<file path="src/rtl/iic_arb_pkg.sv">
// Shared definitions for the IIC bus arbiter: FSM state encoding and parameter defaults.
package iic_arb_pkg;

  typedef enum logic [1:0] {
    ST_IDLE,
    ST_GRANT,
    ST_BUSY
  } arb_state_e;

  localparam int unsigned ARB_NUM_REQ     = 3;
  localparam logic [23:0] ARB_TIMEOUT_CYC = 24'd1_485_000;

endpackage

</file>
<file path="src/rtl/iic_bus_arbiter_if.sv">
// Requester-side and IIC-master-side signal bundle of the IIC bus arbiter.
interface iic_bus_arbiter_if #(
  parameter int unsigned NUM_REQ = 3
);
  // requester side
  logic [NUM_REQ-1:0]   i_req;
  logic [NUM_REQ-1:0]   i_start;
  logic [NUM_REQ-1:0]   i_wr_rd_en;
  logic [NUM_REQ-1:0]   i_iic_main;
  logic [8*NUM_REQ-1:0] i_addr;
  logic [8*NUM_REQ-1:0] i_din;
  logic [NUM_REQ-1:0]   o_gnt;
  logic [NUM_REQ-1:0]   o_finish;
  logic                 o_no_ack;
  logic [NUM_REQ-1:0]   o_dout_en;
  logic [7:0]           o_dout;
  logic                 o_timeout;
  // IIC master side
  logic                 o_start;
  logic                 o_wr_rd_en;
  logic                 o_iic_main;
  logic [7:0]           o_addr;
  logic [7:0]           o_din;
  logic                 i_finish;
  logic                 i_no_ack;
  logic                 i_dout_en;
  logic [7:0]           i_dout;

  // arbiter view
  modport slave (
    input  i_req, i_start, i_wr_rd_en, i_iic_main, i_addr, i_din,
    input  i_finish, i_no_ack, i_dout_en, i_dout,
    output o_gnt, o_finish, o_no_ack, o_dout_en, o_dout, o_timeout,
    output o_start, o_wr_rd_en, o_iic_main, o_addr, o_din
  );

  // view of the surrounding logic driving the arbiter
  modport master (
    output i_req, i_start, i_wr_rd_en, i_iic_main, i_addr, i_din,
    output i_finish, i_no_ack, i_dout_en, i_dout,
    input  o_gnt, o_finish, o_no_ack, o_dout_en, o_dout, o_timeout,
    input  o_start, o_wr_rd_en, o_iic_main, o_addr, o_din
  );

endinterface

</file>
<file path="src/rtl/iic_rr_picker.sv">
// Combinational round-robin select: one-hot of the first set req bit at or after ptr, wrapping.
module iic_rr_picker #(
  parameter int unsigned NUM_REQ = 3
) (
  input  logic [NUM_REQ-1:0]         req,
  input  logic [$clog2(NUM_REQ)-1:0] ptr,
  output logic [NUM_REQ-1:0]         gnt
);

  logic found;

  // upper segment [ptr..N-1] first, then the wrapped segment [0..ptr-1]
  always_comb begin
    gnt   = '0;
    found = 1'b0;
    for (int unsigned k = 0; k < NUM_REQ; k++) begin
      if (!found && req[k] && (k >= 32'(ptr))) begin
        gnt[k] = 1'b1;
        found  = 1'b1;
      end
    end
    for (int unsigned k = 0; k < NUM_REQ; k++) begin
      if (!found && req[k] && (k < 32'(ptr))) begin
        gnt[k] = 1'b1;
        found  = 1'b1;
      end
    end
  end

endmodule

</file>
<file path="src/rtl/iic_bus_arbiter.sv">
// Round-robin arbiter sharing one IIC master among NUM_REQ requesters, grant held per burst.
// Optional BUSY watchdog enabled by defining IIC_ARB_TIMEOUT_EN.
module iic_bus_arbiter
  import iic_arb_pkg::*;
#(
  parameter int unsigned NUM_REQ     = ARB_NUM_REQ,
  parameter logic [23:0] TIMEOUT_CYC = ARB_TIMEOUT_CYC
) (
  input logic              i_clk,
  input logic              i_rst,
  iic_bus_arbiter_if.slave bus
);

  localparam int unsigned PW = $clog2(NUM_REQ);

  arb_state_e         state_q, state_d;
  logic [NUM_REQ-1:0] gnt_q, gnt_d, pick_gnt;
  logic [PW-1:0]      ptr_q, ptr_d, g_idx;
  logic               start_q, start_d;
  logic               wr_rd_q, wr_rd_d;
  logic               main_q, main_d;
  logic [7:0]         addr_q, addr_d;
  logic [7:0]         din_q, din_d;
  logic [NUM_REQ-1:0] finish_q, finish_d;
  logic               no_ack_q, no_ack_d;
  logic [NUM_REQ-1:0] dout_en_q, dout_en_d;
  logic [7:0]         dout_q, dout_d;
  logic               timeout_q, timeout_d;
  logic               timeout_hit;
  logic [7:0]         sel_addr, sel_din;
  logic               sel_wr, sel_main;

  iic_rr_picker #(.NUM_REQ(NUM_REQ)) u_picker (
    .req (bus.i_req),
    .ptr (ptr_q),
    .gnt (pick_gnt)
  );

`ifdef IIC_ARB_TIMEOUT_EN
  logic [23:0] to_cnt_q;

  always_ff @(posedge i_clk) begin
    if (i_rst || state_q != ST_BUSY) to_cnt_q <= '0;
    else                             to_cnt_q <= to_cnt_q + 24'd1;
  end

  assign timeout_hit = (state_q == ST_BUSY) && (to_cnt_q == TIMEOUT_CYC - 24'd1);
`else
  logic unused_timeout_cfg;
  assign unused_timeout_cfg = ^TIMEOUT_CYC;
  assign timeout_hit        = 1'b0;
`endif

  // index and transaction fields of the current grantee
  always_comb begin
    g_idx    = '0;
    sel_addr = '0;
    sel_din  = '0;
    sel_wr   = 1'b0;
    sel_main = 1'b0;
    for (int unsigned k = 0; k < NUM_REQ; k++) begin
      if (gnt_q[k]) begin
        g_idx    = PW'(k);
        sel_addr = bus.i_addr[8*k +: 8];
        sel_din  = bus.i_din[8*k +: 8];
        sel_wr   = bus.i_wr_rd_en[k];
        sel_main = bus.i_iic_main[k];
      end
    end
  end

  always_comb begin
    state_d   = state_q;
    gnt_d     = gnt_q;
    ptr_d     = ptr_q;
    start_d   = 1'b0;
    wr_rd_d   = wr_rd_q;
    main_d    = main_q;
    addr_d    = addr_q;
    din_d     = din_q;
    finish_d  = '0;
    no_ack_d  = 1'b0;
    dout_en_d = '0;
    dout_d    = dout_q;
    timeout_d = 1'b0;
    case (state_q)
      ST_IDLE: begin
        if (|bus.i_req) begin
          gnt_d   = pick_gnt;
          state_d = ST_GRANT;
        end
      end
      ST_GRANT: begin
        if (|(bus.i_start & gnt_q)) begin
          start_d = 1'b1;
          wr_rd_d = sel_wr;
          main_d  = sel_main;
          addr_d  = sel_addr;
          din_d   = sel_din;
          state_d = ST_BUSY;
        end else if (!(|(bus.i_req & gnt_q))) begin
          gnt_d   = '0;
          ptr_d   = (g_idx == PW'(NUM_REQ - 1)) ? '0 : g_idx + PW'(1);
          state_d = ST_IDLE;
        end
      end
      ST_BUSY: begin
        if (bus.i_dout_en) begin
          dout_en_d = gnt_q;
          dout_d    = bus.i_dout;
        end
        if (bus.i_finish) begin
          finish_d = gnt_q;
          no_ack_d = bus.i_no_ack;
          state_d  = ST_GRANT;
        end else if (timeout_hit) begin
          finish_d  = gnt_q;
          no_ack_d  = 1'b1;
          timeout_d = 1'b1;
          state_d   = ST_GRANT;
        end
      end
      default: begin
        gnt_d   = '0;
        state_d = ST_IDLE;
      end
    endcase
  end

  always_ff @(posedge i_clk) begin
    if (i_rst) begin
      state_q   <= ST_IDLE;
      gnt_q     <= '0;
      ptr_q     <= '0;
      start_q   <= 1'b0;
      wr_rd_q   <= 1'b0;
      main_q    <= 1'b0;
      addr_q    <= '0;
      din_q     <= '0;
      finish_q  <= '0;
      no_ack_q  <= 1'b0;
      dout_en_q <= '0;
      dout_q    <= '0;
      timeout_q <= 1'b0;
    end else begin
      state_q   <= state_d;
      gnt_q     <= gnt_d;
      ptr_q     <= ptr_d;
      start_q   <= start_d;
      wr_rd_q   <= wr_rd_d;
      main_q    <= main_d;
      addr_q    <= addr_d;
      din_q     <= din_d;
      finish_q  <= finish_d;
      no_ack_q  <= no_ack_d;
      dout_en_q <= dout_en_d;
      dout_q    <= dout_d;
      timeout_q <= timeout_d;
    end
  end

  assign bus.o_gnt      = gnt_q;
  assign bus.o_start    = start_q;
  assign bus.o_wr_rd_en = wr_rd_q;
  assign bus.o_iic_main = main_q;
  assign bus.o_addr     = addr_q;
  assign bus.o_din      = din_q;
  assign bus.o_finish   = finish_q;
  assign bus.o_no_ack   = no_ack_q;
  assign bus.o_dout_en  = dout_en_q;
  assign bus.o_dout     = dout_q;
  assign bus.o_timeout  = timeout_q;

endmodule
</file>
<file path="src/flat_wrapper.sv">
// flat-port wrapper written by rule: the top's interface ports become plain ports
module iic_bus_arbiter_flat import iic_arb_pkg::*;
#(
  parameter int unsigned NUM_REQ     = ARB_NUM_REQ,
  parameter logic [23:0] TIMEOUT_CYC = ARB_TIMEOUT_CYC
)
  (i_clk, i_rst, bus_i_req, bus_i_start, bus_i_wr_rd_en, bus_i_iic_main, bus_i_addr, bus_i_din, bus_i_finish, bus_i_no_ack, bus_i_dout_en, bus_i_dout, bus_o_gnt, bus_o_finish, bus_o_no_ack, bus_o_dout_en, bus_o_dout, bus_o_timeout, bus_o_start, bus_o_wr_rd_en, bus_o_iic_main, bus_o_addr, bus_o_din);
  iic_bus_arbiter_if #(.NUM_REQ(NUM_REQ)) bus_i ();
  input logic i_clk;
  input logic i_rst;
  input wire logic [$bits(bus_i.i_req)-1:0] bus_i_req;
  input wire logic [$bits(bus_i.i_start)-1:0] bus_i_start;
  input wire logic [$bits(bus_i.i_wr_rd_en)-1:0] bus_i_wr_rd_en;
  input wire logic [$bits(bus_i.i_iic_main)-1:0] bus_i_iic_main;
  input wire logic [$bits(bus_i.i_addr)-1:0] bus_i_addr;
  input wire logic [$bits(bus_i.i_din)-1:0] bus_i_din;
  input wire logic [$bits(bus_i.i_finish)-1:0] bus_i_finish;
  input wire logic [$bits(bus_i.i_no_ack)-1:0] bus_i_no_ack;
  input wire logic [$bits(bus_i.i_dout_en)-1:0] bus_i_dout_en;
  input wire logic [$bits(bus_i.i_dout)-1:0] bus_i_dout;
  output wire logic [$bits(bus_i.o_gnt)-1:0] bus_o_gnt;
  output wire logic [$bits(bus_i.o_finish)-1:0] bus_o_finish;
  output wire logic [$bits(bus_i.o_no_ack)-1:0] bus_o_no_ack;
  output wire logic [$bits(bus_i.o_dout_en)-1:0] bus_o_dout_en;
  output wire logic [$bits(bus_i.o_dout)-1:0] bus_o_dout;
  output wire logic [$bits(bus_i.o_timeout)-1:0] bus_o_timeout;
  output wire logic [$bits(bus_i.o_start)-1:0] bus_o_start;
  output wire logic [$bits(bus_i.o_wr_rd_en)-1:0] bus_o_wr_rd_en;
  output wire logic [$bits(bus_i.o_iic_main)-1:0] bus_o_iic_main;
  output wire logic [$bits(bus_i.o_addr)-1:0] bus_o_addr;
  output wire logic [$bits(bus_i.o_din)-1:0] bus_o_din;
  assign bus_i.i_req = bus_i_req;
  assign bus_i.i_start = bus_i_start;
  assign bus_i.i_wr_rd_en = bus_i_wr_rd_en;
  assign bus_i.i_iic_main = bus_i_iic_main;
  assign bus_i.i_addr = bus_i_addr;
  assign bus_i.i_din = bus_i_din;
  assign bus_i.i_finish = bus_i_finish;
  assign bus_i.i_no_ack = bus_i_no_ack;
  assign bus_i.i_dout_en = bus_i_dout_en;
  assign bus_i.i_dout = bus_i_dout;
  assign bus_o_gnt = bus_i.o_gnt;
  assign bus_o_finish = bus_i.o_finish;
  assign bus_o_no_ack = bus_i.o_no_ack;
  assign bus_o_dout_en = bus_i.o_dout_en;
  assign bus_o_dout = bus_i.o_dout;
  assign bus_o_timeout = bus_i.o_timeout;
  assign bus_o_start = bus_i.o_start;
  assign bus_o_wr_rd_en = bus_i.o_wr_rd_en;
  assign bus_o_iic_main = bus_i.o_iic_main;
  assign bus_o_addr = bus_i.o_addr;
  assign bus_o_din = bus_i.o_din;
  iic_bus_arbiter #(.NUM_REQ(NUM_REQ), .TIMEOUT_CYC(TIMEOUT_CYC)) u_core (.i_clk(i_clk), .i_rst(i_rst), .bus(bus_i));
endmodule
</file>
<file path="config.mk">
export PLATFORM = sky130hd
export DESIGN_NAME = iic_bus_arbiter_flat
export DESIGN_NICKNAME = d
export VERILOG_FILES = /design/src/rtl/iic_arb_pkg.sv /design/src/rtl/iic_bus_arbiter_if.sv /design/src/rtl/iic_rr_picker.sv /design/src/rtl/iic_bus_arbiter.sv /design/src/flat_wrapper.sv
export SDC_FILE = /design/constraint.sdc
export NUM_CORES = 1
export LEC_CHECK = 0
export BUFFER_PORTS_ARGS = -buffer_cell sky130_fd_sc_hd__buf_2
export CORE_MARGIN = 2
export CORE_UTILIZATION = 30
export CTS_BUF_LIST = sky130_fd_sc_hd__clkbuf_4 sky130_fd_sc_hd__clkbuf_8
export CTS_CLUSTER_SIZE = 28
export DETAILED_ROUTE_END_ITERATION = 12
export PLACE_DENSITY = 0.59
export SLEW_MARGIN = 20
export SYNTH_ARGS = -nofsm -noshare
export SYNTH_HDL_FRONTEND = slang
export SYNTH_SLANG_ARGS = --single-unit
</file>
<file path="constraint.sdc">
create_clock -name i_clk -period 2.3 [get_ports i_clk]
set_clock_uncertainty 0.05 [all_clocks]
set_input_delay 0.345 -clock i_clk [delete_from_list [all_inputs] [get_ports i_clk]]
set_output_delay 0.345 -clock i_clk [all_outputs]
set_load 0.1 [all_outputs]
</file>
==> results.txt <==
----------------------------------------------------
[Final layout]
  Commonest cells after routing, fill and taps aside ... sky130_fd_sc_hd__buf_2 (109), sky130_fd_sc_hd__dfxtp_1 (39), sky130_fd_sc_hd__nand2_1 (32)
  Final antenna diode count ... 0
  Most frequent standard cell in the layout excluding fill and tap cells ... sky130_fd_sc_hd__buf_2
  Area of all placed cells without fillers ... 2500 sq um
  Net count reported at finish ... 386
  Fraction of layout cells with a size suffix above 1 ... 39.8%
  Number of inserted filler cells in the final layout ... 607
  Growth of design area from synthesis to finish ... 38.4%

[CTS]
  Worst-case clock buffer depth ... 2
  Num CTS Buffers ... 5
  Clock transition at the register clock pins on the worst setup and hold paths after CTS ... 80 ps
  # H-tree levels ... 2
  Insertion delay to the later sink of the worst-skew pair ... 290 ps
  CTS-repair resized insts ... 0
  Number of hold buffers added after cts ... 0
  Number of setup buffers added after CTS ... 0
  Clock tree from TritonCTS ... done
  Library cell used as clock root buffer ... sky130_fd_sc_hd__clkbuf_8
  CTS Sinks ... 41

[Timing]
  Least setup slack across all paths after layout ... 279 ps
  Final hold viol count ... 0
  Setup TNS ... 0 ps
  Worst rel slew slack ... 50.7%
  Setup Viol. Count Final ... 0
  Final count of pins violating max slew ... 0
  Post-Route Hold Slack ... 205 ps
  Highest clock frequency the design can meet ... 0.495 GHz
  Clock period minus worst slack ... 2020 ps
  Unrepaired setup endpoints after global routing ... false
  Final clock period utilization by the worst path ... 87.9%
  Tightest Pin Transition ... 739 ps

[Floorplan]
  Number of ports placed on the die boundary ... 111
  Starting density of the core ... 30.7%
  Number of core rows ... 28
  Area of the core region ... 5890 sq um
  Die Outline Area ... 6660 sq um
  Horizontal die dimension ... 81.6 microns
  DIE HEIGHT ... 81.6 microns

[Placement]
  Buffers on Ports ... 109
  Hpwl dp ... 3710 microns
  Post-placement worst setup slack ... 439 ps
  Cell Area, Placed ... 2380 sq um
  Routability Congestion ... 0.683

[Synth]
  Syn nets ... 283
  Number of enable-type register cells in the synthesized netlist ... 0
  Synthesized area ... 1810 sq um
  Number of register bits inferred by synthesis ... 41
  Sequential fraction of the synthesis area ... 45.4%
  Number of different library cells in the post-synthesis netlist ... 32
  Dominant synthesized flop cell ... sky130_fd_sc_hd__dfxtp_1
  Ys async rst share ... 0%
  Mean post-synth cell area ... 8.60 sq um
  Warnings from Yosys ... 0
  Synth Instances ... 210

[Drt]
  Remaining number of nets flagged by the antenna check after routing ... 0
  1st-iter DRT viols ... 58
  Total wirelength of the detailed-routed design ... 5220 microns
  Drt drc ... 0
  Routed via count divided by cell count ... 4.84
  Via Count ... 1881
  Detailed-routing iteration count for the pre-antenna-repair pass ... 4
  WL/cell ... 13.4 microns

[Global route]
  Global-route usage over all layers ... 15.2%
  Wire length of the first global-routing pass ... 7660 microns
  Largest net degree at the start of global routing ... 28
  Number of antenna violations at the first check in global routing ... 0
  Vias in the first global route ... 1595
  Remaining global-route overflow ... 0

[Power and ir drop]
  Combinational Power Share ... 17.5%
  Power per Cell Area ... 655 nW/um^2
  Fraction of power spent switching nets ... 27.3%
  Proportion of power drawn by flip-flops and latches ... 45.4%
  Internal portion of total power ... 1.19 mW
  Share of total power in the clock network ... 37.1%
  Post-layout total power ... 1.64 mW
  Leak Pwr ... 1.17 nW
  Switching component of the power ... 0.446 mW
  Highest ir drop seen on vdd ... 0.338 mV

[Setup path]
  CP Max Fanout ... 27
  Worst Path Required ... 1900 ps
  Worst setup EP type ... output pin
  Startpoint types ... flop
  Data arrival time of the worst path ... 1630 ps
  Type of the setup path with the least slack ... reg -> out

[Worst hold path]
  Worst hold-check path type ... in -> reg

[Run]
  Count of max-cap constraint violations ... 0

[Outcome]
  Run status ... finished, final reports clean

----------------------------------------------------
-- state kept, by name, summed over array words and instances, names as in the netlist --
signal	count
u_core.bus.o_addr	8
u_core.bus.o_dout	8
u_core.state_q	2
u_core.bus.o_din	8
u_core.ptr_q	2
u_core.bus.o_wr_rd_en	1
u_core.bus.o_iic_main	1
u_core.bus.o_no_ack	1
u_core.bus.o_finish	3
u_core.bus.o_gnt	3
u_core.bus.o_dout_en	3
u_core.bus.o_start	1
-- power groups by stage --
stage                     logic [mW]  registers [mW]  clock network (mW)
after floorplan                0.129           0.823                   0
after global placement         0.288           0.759                   0
after detailed placement       0.287           0.760                   0
after CTS                      0.288           0.743               0.631
after global routing           0.314           0.746               0.668
final                          0.286           0.743               0.608
-- per-stage QoR --
| step | cells | util, % |
|---|---|---|
| after floorplan | 210 | - |
| after global placement | 381 | 40.5 |
| after detailed placement | 381 | 40.5 |
| after CTS | 389 | 42.5 |
| after global routing | 389 | 42.5 |
| final | 389 | 42.5 |
-- synthesized netlist by cell type, types with 2 or more instances --
cell / n / area (sq um)
sky130_fd_sc_hd__nand2b_1: 3 / 18.8
sky130_fd_sc_hd__nand2_1: 32 / 120
sky130_fd_sc_hd__and2_1: 4 / 25.0
sky130_fd_sc_hd__a222oi_1: 2 / 20.0
sky130_fd_sc_hd__a21oi_1: 13 / 65.1
sky130_fd_sc_hd__a32o_1: 2 / 20.0
sky130_fd_sc_hd__dfxtp_1: 41 / 821
sky130_fd_sc_hd__nor3_1: 2 / 10.0
sky130_fd_sc_hd__o21ai_0: 20 / 100
sky130_fd_sc_hd__nand3_1: 10 / 50.1
sky130_fd_sc_hd__nor2b_1: 4 / 25.0
sky130_fd_sc_hd__nor2_1: 6 / 22.5
sky130_fd_sc_hd__inv_1: 3 / 11.3
sky130_fd_sc_hd__buf_2: 2 / 10.0
sky130_fd_sc_hd__and3_1: 3 / 18.8
sky130_fd_sc_hd__clkbuf_1: 12 / 45.0
sky130_fd_sc_hd__a22o_1: 18 / 158
sky130_fd_sc_hd__a22oi_1: 18 / 135
sky130_fd_sc_hd__buf_6: 2 / 22.5
-- critical path: stages, from the launching register on --
cell                      delay, ps
sky130_fd_sc_hd__dfxtp_2        520
sky130_fd_sc_hd__buf_4          330
sky130_fd_sc_hd__buf_2          480
-- per-layer routing --
layer,wire length (microns),vias to the layer above,global-route usage (%)
met2,2360,86,25.3
met3,483,8,4.62
met5,0,-,0
met1,2320,826,18.9
met4,61,0,4.50
li1,-,961,-
-- final timing paths --
path                             start              endpoint  slack [ps]  cells after the start
setup / recovery   u_core.bus.o_gnt[2]          bus_o_gnt[2]         280                      2
hold / removal            bus_i_no_ack   u_core.bus.o_no_ack         210                      2
setup reg to reg   u_core.bus.o_gnt[2]  u_core.bus.o_addr[3]         460                      4
hold reg to reg   u_core.bus.o_dout[5]  u_core.bus.o_dout[5]         410                      2
-- kinds of logic after synthesis --
family          synth area share (%)
flops                           45.4
compound gates                  29.8
buf+inv                         6.44
simple gates                    18.1
other cells                    0.208
-- area by class of cell --
type                    count  area [sq um]  area share (%)
clock inverters             1          30.0            1.20
flip-flops and latches     41           823            32.9
inverters                   3          11.3           0.450
well taps                  75          93.8            3.75
repair buffers            114           583            23.3
clock buffers               7          90.1            3.60
multi-input cells         148           870            34.8
(Power assumes the default switching activity.)
